### config.mk
export PLATFORM = sky130hd
export DESIGN_NAME = alu_seq_bcd
export DESIGN_NICKNAME = d
export VERILOG_FILES = /design/src/rtl/alu_seq_bcd.sv
export SDC_FILE = /design/constraint.sdc
export NUM_CORES = 1
export LEC_CHECK = 0
export CORE_UTILIZATION = 52
export DETAILED_ROUTE_END_ITERATION = 7
export GPL_TIMING_DRIVEN = 0
export PLACE_DENSITY = 0.83
export SETUP_SLACK_MARGIN = 0.3
export SLEW_MARGIN = 10
export SYNTH_ARGS = -nofsm -noshare
export SYNTH_HDL_FRONTEND = slang
export SYNTH_SLANG_ARGS = --single-unit
### constraint.sdc
create_clock -name phi1 -period 4.3 [get_ports phi1]
set_clock_uncertainty 0.05 [all_clocks]
set_input_delay 0.86 -clock phi1 [delete_from_list [all_inputs] [get_ports phi1]]
set_output_delay 0.86 -clock phi1 [all_outputs]
set_load 0.005 [all_outputs]
### src/rtl/alu_seq_bcd.sv
// alu_seq_bcd: handshaked 6502-style ALU.
// Binary ops in one cycle, decimal ADD/SUB nibble-serial.
module alu_seq_bcd #(
  parameter int WIDTH  = 8,
  parameter bit BCD_EN = 1'b1
) (
  input  logic             phi1,
  input  logic             reset_n,
  input  logic             in_valid,
  output logic             in_ready,
  input  logic [3:0]       op,
  input  logic [WIDTH-1:0] a_in,
  input  logic [WIDTH-1:0] b_in,
  input  logic [7:0]       status_in,
  output logic             out_valid,
  input  logic             out_ready,
  output logic [WIDTH-1:0] dout,
  output logic [7:0]       status_out,
  output logic             busy
);

  localparam int ND = WIDTH / 4;
  localparam int DW = (ND > 1) ? $clog2(ND) : 1;

  localparam logic [3:0] OP_ADD = 4'h0;
  localparam logic [3:0] OP_SUB = 4'h1;
  localparam logic [3:0] OP_AND = 4'h2;
  localparam logic [3:0] OP_OR  = 4'h3;
  localparam logic [3:0] OP_XOR = 4'h4;
  localparam logic [3:0] OP_ASL = 4'h5;
  localparam logic [3:0] OP_LSR = 4'h6;
  localparam logic [3:0] OP_ROL = 4'h7;
  localparam logic [3:0] OP_ROR = 4'h8;
  localparam logic [3:0] OP_INC = 4'h9;
  localparam logic [3:0] OP_DEC = 4'hA;
  localparam logic [3:0] OP_CMP = 4'hB;

  typedef enum logic [1:0] {
    IDLE,
    EXEC,
    BCD_ADJ,
    DONE
  } state_t;

  state_t state, nxt;

  logic [3:0]       op_r;
  logic [WIDTH-1:0] a_r, b_r, res_r;
  logic [7:0]       st_r;
  logic [7:1]       flg_r;
  logic [DW-1:0]    dig;
  logic             cy;

  logic             dec, last;

  logic [WIDTH-1:0] bin_r, bop;
  logic [WIDTH:0]   sum;
  logic [7:0]       bin_st;
  logic             cin, c_new, v_new;
  logic             t_nz, t_c, t_v;

  logic [3:0]       an, bn, nib;
  logic [4:0]       dsum;
  logic [5:0]       ddif;
  logic             dcy;
  logic [WIDTH-1:0] res_nx;

  assign dec = BCD_EN && st_r[3] &&
               (op_r == OP_ADD || op_r == OP_SUB);
  assign last = (dig == DW'(ND - 1));

  assign in_ready  = (state == IDLE);
  assign busy      = (state != IDLE);
  assign out_valid = (state == DONE);

  // Binary result and flags from the latched operands.
  always_comb begin
    bin_r = a_r;
    bop   = b_r;
    cin   = st_r[0];
    sum   = '0;
    c_new = st_r[0];
    v_new = st_r[6];
    t_nz  = 1'b0;
    t_c   = 1'b0;
    t_v   = 1'b0;
    case (op_r)
      OP_ADD, OP_SUB, OP_CMP: begin
        bop   = (op_r == OP_ADD) ? b_r : ~b_r;
        cin   = (op_r == OP_CMP) ? 1'b1 : st_r[0];
        sum   = {1'b0, a_r} + {1'b0, bop}
              + {{WIDTH{1'b0}}, cin};
        bin_r = sum[WIDTH-1:0];
        c_new = sum[WIDTH];
        v_new = (a_r[WIDTH-1] == bop[WIDTH-1]) &&
                (bin_r[WIDTH-1] != a_r[WIDTH-1]);
        t_nz  = 1'b1;
        t_c   = 1'b1;
        t_v   = (op_r != OP_CMP);
      end
      OP_AND: begin
        bin_r = a_r & b_r;
        t_nz  = 1'b1;
      end
      OP_OR: begin
        bin_r = a_r | b_r;
        t_nz  = 1'b1;
      end
      OP_XOR: begin
        bin_r = a_r ^ b_r;
        t_nz  = 1'b1;
      end
      OP_ASL: begin
        bin_r = {a_r[WIDTH-2:0], 1'b0};
        c_new = a_r[WIDTH-1];
        t_nz  = 1'b1;
        t_c   = 1'b1;
      end
      OP_LSR: begin
        bin_r = {1'b0, a_r[WIDTH-1:1]};
        c_new = a_r[0];
        t_nz  = 1'b1;
        t_c   = 1'b1;
      end
      OP_ROL: begin
        bin_r = {a_r[WIDTH-2:0], st_r[0]};
        c_new = a_r[WIDTH-1];
        t_nz  = 1'b1;
        t_c   = 1'b1;
      end
      OP_ROR: begin
        bin_r = {st_r[0], a_r[WIDTH-1:1]};
        c_new = a_r[0];
        t_nz  = 1'b1;
        t_c   = 1'b1;
      end
      OP_INC: begin
        bin_r = a_r + WIDTH'(1);
        t_nz  = 1'b1;
      end
      OP_DEC: begin
        bin_r = a_r - WIDTH'(1);
        t_nz  = 1'b1;
      end
      default: ;
    endcase
    bin_st = st_r;
    if (t_nz) begin
      bin_st[7] = bin_r[WIDTH-1];
      bin_st[1] = (bin_r == '0);
    end
    if (t_c) bin_st[0] = c_new;
    if (t_v) bin_st[6] = v_new;
  end

  // One decimal digit step: carry (ADD) or borrow (SUB) in cy.
  always_comb begin
    an   = a_r[4*int'(dig) +: 4];
    bn   = b_r[4*int'(dig) +: 4];
    dsum = {1'b0, an} + {1'b0, bn} + {4'b0, cy};
    ddif = {2'b0, an} - {2'b0, bn} - {5'b0, cy};
    nib  = dsum[3:0];
    dcy  = 1'b0;
    if (op_r == OP_SUB) begin
      if ($signed(ddif) < 0) begin
        nib = ddif[3:0] - 4'd6;
        dcy = 1'b1;
      end else begin
        nib = ddif[3:0];
      end
    end else if (dsum > 5'd9) begin
      nib = dsum[3:0] + 4'd6;
      dcy = 1'b1;
    end
    res_nx = res_r;
    res_nx[4*int'(dig) +: 4] = nib;
  end

  // State register.
  always_ff @(posedge phi1 or negedge reset_n) begin
    if (!reset_n) state <= IDLE;
    else          state <= nxt;
  end

  // Next-state logic.
  always_comb begin
    nxt = state;
    case (state)
      IDLE:    if (in_valid) nxt = EXEC;
      EXEC:    nxt = dec ? BCD_ADJ : DONE;
      BCD_ADJ: if (last) nxt = DONE;
      DONE:    if (out_ready) nxt = IDLE;
      default: nxt = IDLE;
    endcase
  end

  // Operand capture, digit walk and result registers.
  always_ff @(posedge phi1 or negedge reset_n) begin
    if (!reset_n) begin
      op_r       <= '0;
      a_r        <= '0;
      b_r        <= '0;
      st_r       <= '0;
      flg_r      <= '0;
      res_r      <= '0;
      dig        <= '0;
      cy         <= 1'b0;
      dout       <= '0;
      status_out <= '0;
    end else begin
      case (state)
        IDLE: begin
          if (in_valid) begin
            op_r <= op;
            a_r  <= a_in;
            b_r  <= b_in;
            st_r <= status_in;
          end
        end
        EXEC: begin
          if (dec) begin
            flg_r <= bin_st[7:1];
            cy    <= (op_r == OP_ADD) ? st_r[0] : ~st_r[0];
            dig   <= '0;
          end else begin
            dout       <= bin_r;
            status_out <= bin_st;
          end
        end
        BCD_ADJ: begin
          res_r <= res_nx;
          cy    <= dcy;
          if (last) begin
            dig        <= '0;
            dout       <= res_nx;
            status_out <= {flg_r,
                           (op_r == OP_ADD) ? dcy : ~dcy};
          end else begin
            dig <= dig + DW'(1);
          end
        end
        default: ;
      endcase
    end
  end

endmodule

==> flow_metrics.tcl, run 1 <==
set metrics [dict create \
    post-place-ws_ns -0.512 \
    synthToLayoutAreaGrowth_pct 22.9 \
    critPathTopFamily "adder cells" \
    timing.final.crit_share_pct 91.1 \
    grt_pass1_wl_um 22200 \
    grt_usage_pct 30.4 \
    hpwl_um 10300 \
    syn_inst 530 \
    clk_latency_ns 0.35 \
    required_ns 4.46 \
    hold_viol 0 \
    path_clk_slew_ns 0.08 \
    synth_common_cells "dfrtp_1, nand2_1, o21ai_0" \
    portBuffers 50 \
    cp_max_fo 10 \
    dp.cells 688 \
    use_met2_pct 48.3 \
    yosysTopAreaCellShare_pct 31.5 \
    path_class "flip-flop to flip-flop" \
    ant_nets 0 \
    numCtsBuffers 9 \
    drc 0 \
    dieArea_sq_um 9400 \
    cts_tree "built" \
    drt_wl_total_um 14000 \
    min_period_ns 3.92 \
    die_w_um 97.0 \
    yosysMostFrequentCell "dfrtp_1" \
    wire_per_inst_um 19.6 \
    rows 34 \
    cpMaxStageDelayCell "fa_2" \
    setup_viol 0 \
    slew_violations 0 \
    maxSlewHeadroom_pct 49.9 \
    cap_violations 0 \
    grtUsageMet1_pct 41.8 \
    die_height_um 97.0 \
    ctsHoldBuffers 0 \
    synthTopCellsByArea "dfrtp_1, ha_1, mux2_2" \
    antenna_cells 0 \
    ys_types 60 \
    yosysTopAreaCell "dfrtp_1" \
    vias_per_cell 6.19 \
    synth_fp_nets 606 \
    coreArea_sq_um 8720 \
    ys_seq_area_share_pct 31.5 \
    critPathCaptureType "flip-flop" \
    start_kind "flip-flop" \
    synth_edf_count 0 \
    dr_total_vias 4427 \
    synth_area_sq_um 4690 \
    yosysWarnings 0 \
    cpPeakStageDelay_ns 0.50 \
    multi_input_area_sq_um 3060 \
    synth_flop_cell "dfrtp_1" \
    layoutNonFillerInstCount 715 \
    antenna_found_initial 0 \
    htreeDepth 3 \
    grt_pass1_vias 4183 \
    syn_avg_cell_area_sq_um 8.85 \
    drtIter0Drc 481 \
    gp_congestion 0.990 \
    io_pins 51 \
    gr-max-usage-layer "met2" \
    cpMostUsedCell "buf_4" \
    max_freq_mhz 255 \
    drive_above_1_share_pct 17.6 \
    clock-root-buffer "clkbuf_8" \
    grt_overflow 0 \
    path_cells "buf_4 > buf_4 > buf_4 > buf_6 > nor2_4 > xnor2_2 > fa_2 > fa_2 > mux4_2 > nand2b_1 > a221oi_2 > buf_4 > a21oi_1 > a31oi_1 > o21ai_0" \
    regArea_sq_um 1480 \
    arrival_ns 4.07 \
    synth_async_sr_flop_share_pct 100 \
    status "finished clean" \
    crit_buf_inv 5 \
    worst_pin_slew_ns 0.751 \
    hold_path.class "flip-flop to flip-flop" \
    start_util_pct 53.8 \
    fill_cells 702 \
    clkSinkCount 59 \
    final_nets 678 \
    fin_ws_ns 0.385 \
    rsz0062_at_grt "false" \
    drt_pass1_iterations 5 \
    clockBufferDepth 2 \
    use_met3_pct 4.62 \
    grt_max_degree 60 \
    ys_ff_latch 59 \
]
-- stage by stage --
step                      TNS, ns  util [%]  hold WS [ns]  cell area (sq um)
after floorplan                 0         -         0.384               4700
after global placement      -1.64      61.1         0.399               5330
after detailed placement    -1.88      61.1         0.416               5330
after CTS                       0      64.3         0.434               5610
after global routing            0      66.1         0.466               5760
final                           0      66.1         0.423               5760
-- per-layer routing --
layer | routed length, um | part of all wire, %
met2 | 6500 | 46
met4 | 453 | 3.2
met1 | 5910 | 42
met3 | 1160 | 8.3
met5 | 0 | 0
-- sequential cells by signal, summed over array words and instances, names as in the netlist --
| name | flops |
|---|---|
| state | 2 |
| status_out | 8 |
| st_r | 8 |
| flg_r | 7 |
| b_r | 8 |
| op_r | 4 |
| a_r | 8 |
| dout | 8 |
| dig | 1 |
| res_r | 4 |
| cy | 1 |
-- layout make-up --
type                       instances  area share, %
multi-input combinational        406           53.0
sequential                        59           25.7
timing repair buffer              61           10.1
inverter                          38           2.48
buffer                            27           2.45
tap                              108           2.35
clock buffer                       9           2.15
clock inverter                     7           1.74
-- cell families (layout without fill, tap and decap cells) --
logic type               after synthesis  count (layout)  synth area share, %
multiplexers                          45              45                 10.8
buffers and inverters                 65             142                 5.58
adder cells (fa/ha/maj)               44              44                 12.5
AND/OR/NAND/NOR                      156             156                 16.2
AO/OA/AOI/OAI                        139             139                 19.3
flip-flops                            59              59                 31.5
XOR/XNOR                              22              22                 4.11
-- path summary, 6_finish.rpt --
check,startpoint,end,slack [ns],depth (start not counted)
hold / removal,dout[4],dout[4],0.42,2
setup / recovery,op_r[0],dout[1],0.38,15
min in group asynchronous,reset_n,status_out[4],0.51,1
hold reg to reg,dout[4],dout[4],0.42,2
setup reg to reg,op_r[0],dout[1],0.38,15
max in group asynchronous,reset_n,op_r[1],3.14,1
-- cell usage in the layout (no fill, tap or decap), drive strengths merged, types with 6 or more instances in the layout --
cell type / Yosys / routed
mux2i: 10 / 10
a211oi: 7 / 7
nand3: 15 / 15
o21ai: 42 / 42
or3b: 6 / 6
clkdlybuf4s50: 0 / 49
a31oi: 8 / 8
mux2: 34 / 34
xnor2: 19 / 19
nor3: 8 / 8
nor2: 36 / 36
ha: 39 / 39
buf: 11 / 22
o31ai: 6 / 6
nand2: 55 / 55
a22oi: 6 / 6
o21a: 9 / 9
inv: 37 / 39
dfrtp: 59 / 59
clkbuf: 16 / 26
a21oi: 24 / 24
-- worst min-delay path, stage by stage, from the launching register on --
cell     delay, ns
dfrtp_1       0.35
nand2_1       0.05
nand2_1       0.05
-- repair_timing --
action                                  4_1_cts  5_1_grt
endpoints found under the setup margin        7       12
resized for setup                            15       24
buffers inserted                              2        9
pin swaps                                     3       11
Power of run 1 is left out: the tool's default activity adds up to more than one toggle a clock period on the data nets, which glitch-free logic cannot reach.
==> inputs of run 2 (changes only) <==
Settings changed: ABC_AREA set to 1, PLACE_DENSITY 0.83 to not set, PLACE_DENSITY_LB_ADDON set to 0.12.
==> flow_metrics.tcl, run 2 <==
set metrics [dict create \
    status "finished clean" \
    synth_area_sq_um 4810 \
    drtIter0Drc 447 \
    layout_commonest_cell "nand2_1" \
    post-place-ws_ns 0.239 \
    start_kind "flip-flop" \
    hold_path.class "flip-flop to flip-flop" \
    required_ns 4.55 \
    drc 0 \
    layout_common_cells "nand2_1, inv_1, nor2_1, dfrtp_1, clkdlybuf4s50_1" \
    synth_fp_nets 747 \
    layoutNonFillerInstCount 847 \
    use_met2_pct 48.2 \
    ctsHoldBuffers 0 \
    cp-endpoint "status_out[1]" \
    crit_start "op_r[2]" \
    slew_violations 0 \
    grt_pass1_wl_um 22500 \
    hpwl_um 10500 \
    grt_overflow 0 \
    gp_congestion 0.985 \
    synth_flop_cell "dfrtp_1" \
    antenna_found_initial 0 \
    antenna_cells 0 \
    clkSinkCount 59 \
    cap_violations 0 \
    ys_seq_area_share_pct 30.7 \
    drive_above_1_share_pct 8.80 \
    syn_avg_cell_area_sq_um 7.18 \
    clk_latency_ns 0.36 \
    grt_usage_pct 30.3 \
    synth_common_cells "nand2_1, inv_1, nor2_1" \
    grt_pass1_vias 4536 \
    r2r_start "op_r[2]" \
    path_class "flip-flop to flip-flop" \
    hold_viol 0 \
    drt_pass1_iterations 6 \
    timing.rr.end "status_out[1]" \
    gr-max-usage-layer "met2" \
    rows 34 \
    cts_tree "built" \
    yosysTopAreaCellShare_pct 30.7 \
    die_height_um 98.2 \
    fin_ws_ns 0.573 \
    max_freq_mhz 268 \
    arrival_ns 3.98 \
    numCtsBuffers 9 \
    clock-root-buffer "clkbuf_8" \
    fin_tns_setup_ns 0 \
    synthToLayoutAreaGrowth_pct 18.8 \
    yosysWarnings 0 \
    htreeDepth 3 \
    grtUsageMet1_pct 41.4 \
    dieArea_sq_um 9650 \
    wire_per_inst_um 16.3 \
    dr_total_vias 4727 \
    use_met3_pct 5.73 \
    vias_per_cell 5.58 \
    cp_max_fo 7 \
    fill_cells 794 \
    syn_inst 671 \
    setup_viol 0 \
    min_period_ns 3.73 \
    critPathCaptureType "flip-flop" \
    ant_nets 0 \
    synthTopCellsByArea "dfrtp_1, nand2_1, ha_1" \
    drt_wl_total_um 13800 \
    synth_edf_count 0 \
    maxSlewHeadroom_pct 50.2 \
    rsz0062_at_grt "true" \
    ff2ff_path_depth 19 \
    path_clk_slew_ns 0.08 \
    ys_ff_latch 59 \
    ys_types 47 \
    rrSetupSlack_ns 0.57 \
    synth_async_sr_flop_share_pct 100 \
    dp.cells 829 \
    worst_pin_slew_ns 0.748 \
    die_w_um 98.2 \
    start_util_pct 54.4 \
    portBuffers 50 \
    coreArea_sq_um 8850 \
    yosysMostFrequentCell "nand2_1" \
    io_pins 51 \
    timing.final.crit_share_pct 86.7 \
    final_nets 810 \
    grt_max_degree 60 \
    clockBufferDepth 2 \
    yosysTopAreaCell "dfrtp_1" \
]
==> run 2: worst min path at each step <==
| stage | startpoint | end | slack (ns) | cells after the start |
|---|---|---|---|---|
| after floorplan | flg_r[3] | flg_r[3] | 0.38 | 1 |
| after global placement | flg_r[3] | flg_r[3] | 0.40 | 1 |
| after detailed placement | res_r[0] | res_r[0] | 0.42 | 2 |
| after CTS | status_out[6] | status_out[6] | 0.44 | 2 |
| after global routing | status_out[6] | status_out[6] | 0.45 | 2 |
| final | status_out[3] | status_out[3] | 0.44 | 2 |
==> run 2: cell type report <==
cell class | instances | area [sq um] | area share (%)
repair buffers | 52 | 513 | 8.97
inverters | 86 | 324 | 5.67
multi-input cells | 511 | 2950 | 51.5
clock buffers | 10 | 138 | 2.41
clock inverters | 6 | 111 | 1.95
well taps | 108 | 135 | 2.36
flip-flops and latches | 59 | 1480 | 25.8
plain buffers | 15 | 75.1 | 1.31
==> run 2: worst max-delay path, cell delays in order, from the launching register on <==
cell and delay (ns):
dfrtp_1 0.46, nor2_2 0.30, nand2_4 0.18, nor2_4 0.19, xor2_1 0.17, inv_1 0.08
fa_1 0.52, fa_1 0.47, xor2_1 0.19, nand2_1 0.10, nand3_1 0.07, nor2_1 0.15
nand3_2 0.13, a21oi_2 0.13, nand3_1 0.08, nor2_1 0.09, nand3_1 0.10, nand3_1 0.09
nand2_1 0.06, nand2_1 0.06
==> run 2: routing by layer <==
layer	share of wire [%]	routed length, um
met3	8.4	1160
met2	45	6260
met1	44	6110
met4	2.0	280
met5	0	0
==> run 2: through the flow <==
step                hold slack, ns  instance area (sq um)  util, %
finish                       0.437                   5720     64.6
global route                 0.454                   5720     64.6
CTS                          0.443                   5700     64.4
detailed placement           0.422                   5450     61.6
global placement             0.397                   5450     61.6
floorplan                    0.384                   4810        -
==> run 2: kinds of logic (layout without fill, tap and decap cells) <==
logic type               Yosys count  count (layout)  synth area share, %
AO/OA/AOI/OAI                    123             123                 14.8
XOR/XNOR                          16              16                 2.91
adder cells (fa/ha/maj)           44              44                 12.2
buffers and inverters            101             169                 8.26
flip-flops                        59              59                 30.7
multiplexers                       4               4                0.935
AND/OR/NAND/NOR                  324             324                 30.2
==> run 2: repair_timing <==
| item | 4_1_cts | 5_1_grt |
|---|---|---|
| pin swaps | 0 | 1 |
| gates cloned | 0 | 0 |
| setup buffers | 0 | 2 |
| endpoints found under the setup margin | 2 | 8 |
| resized for setup | 1 | 2 |
| hold endpoints to repair | 0 | 0 |
Power of run 2 is left out for the same reason.
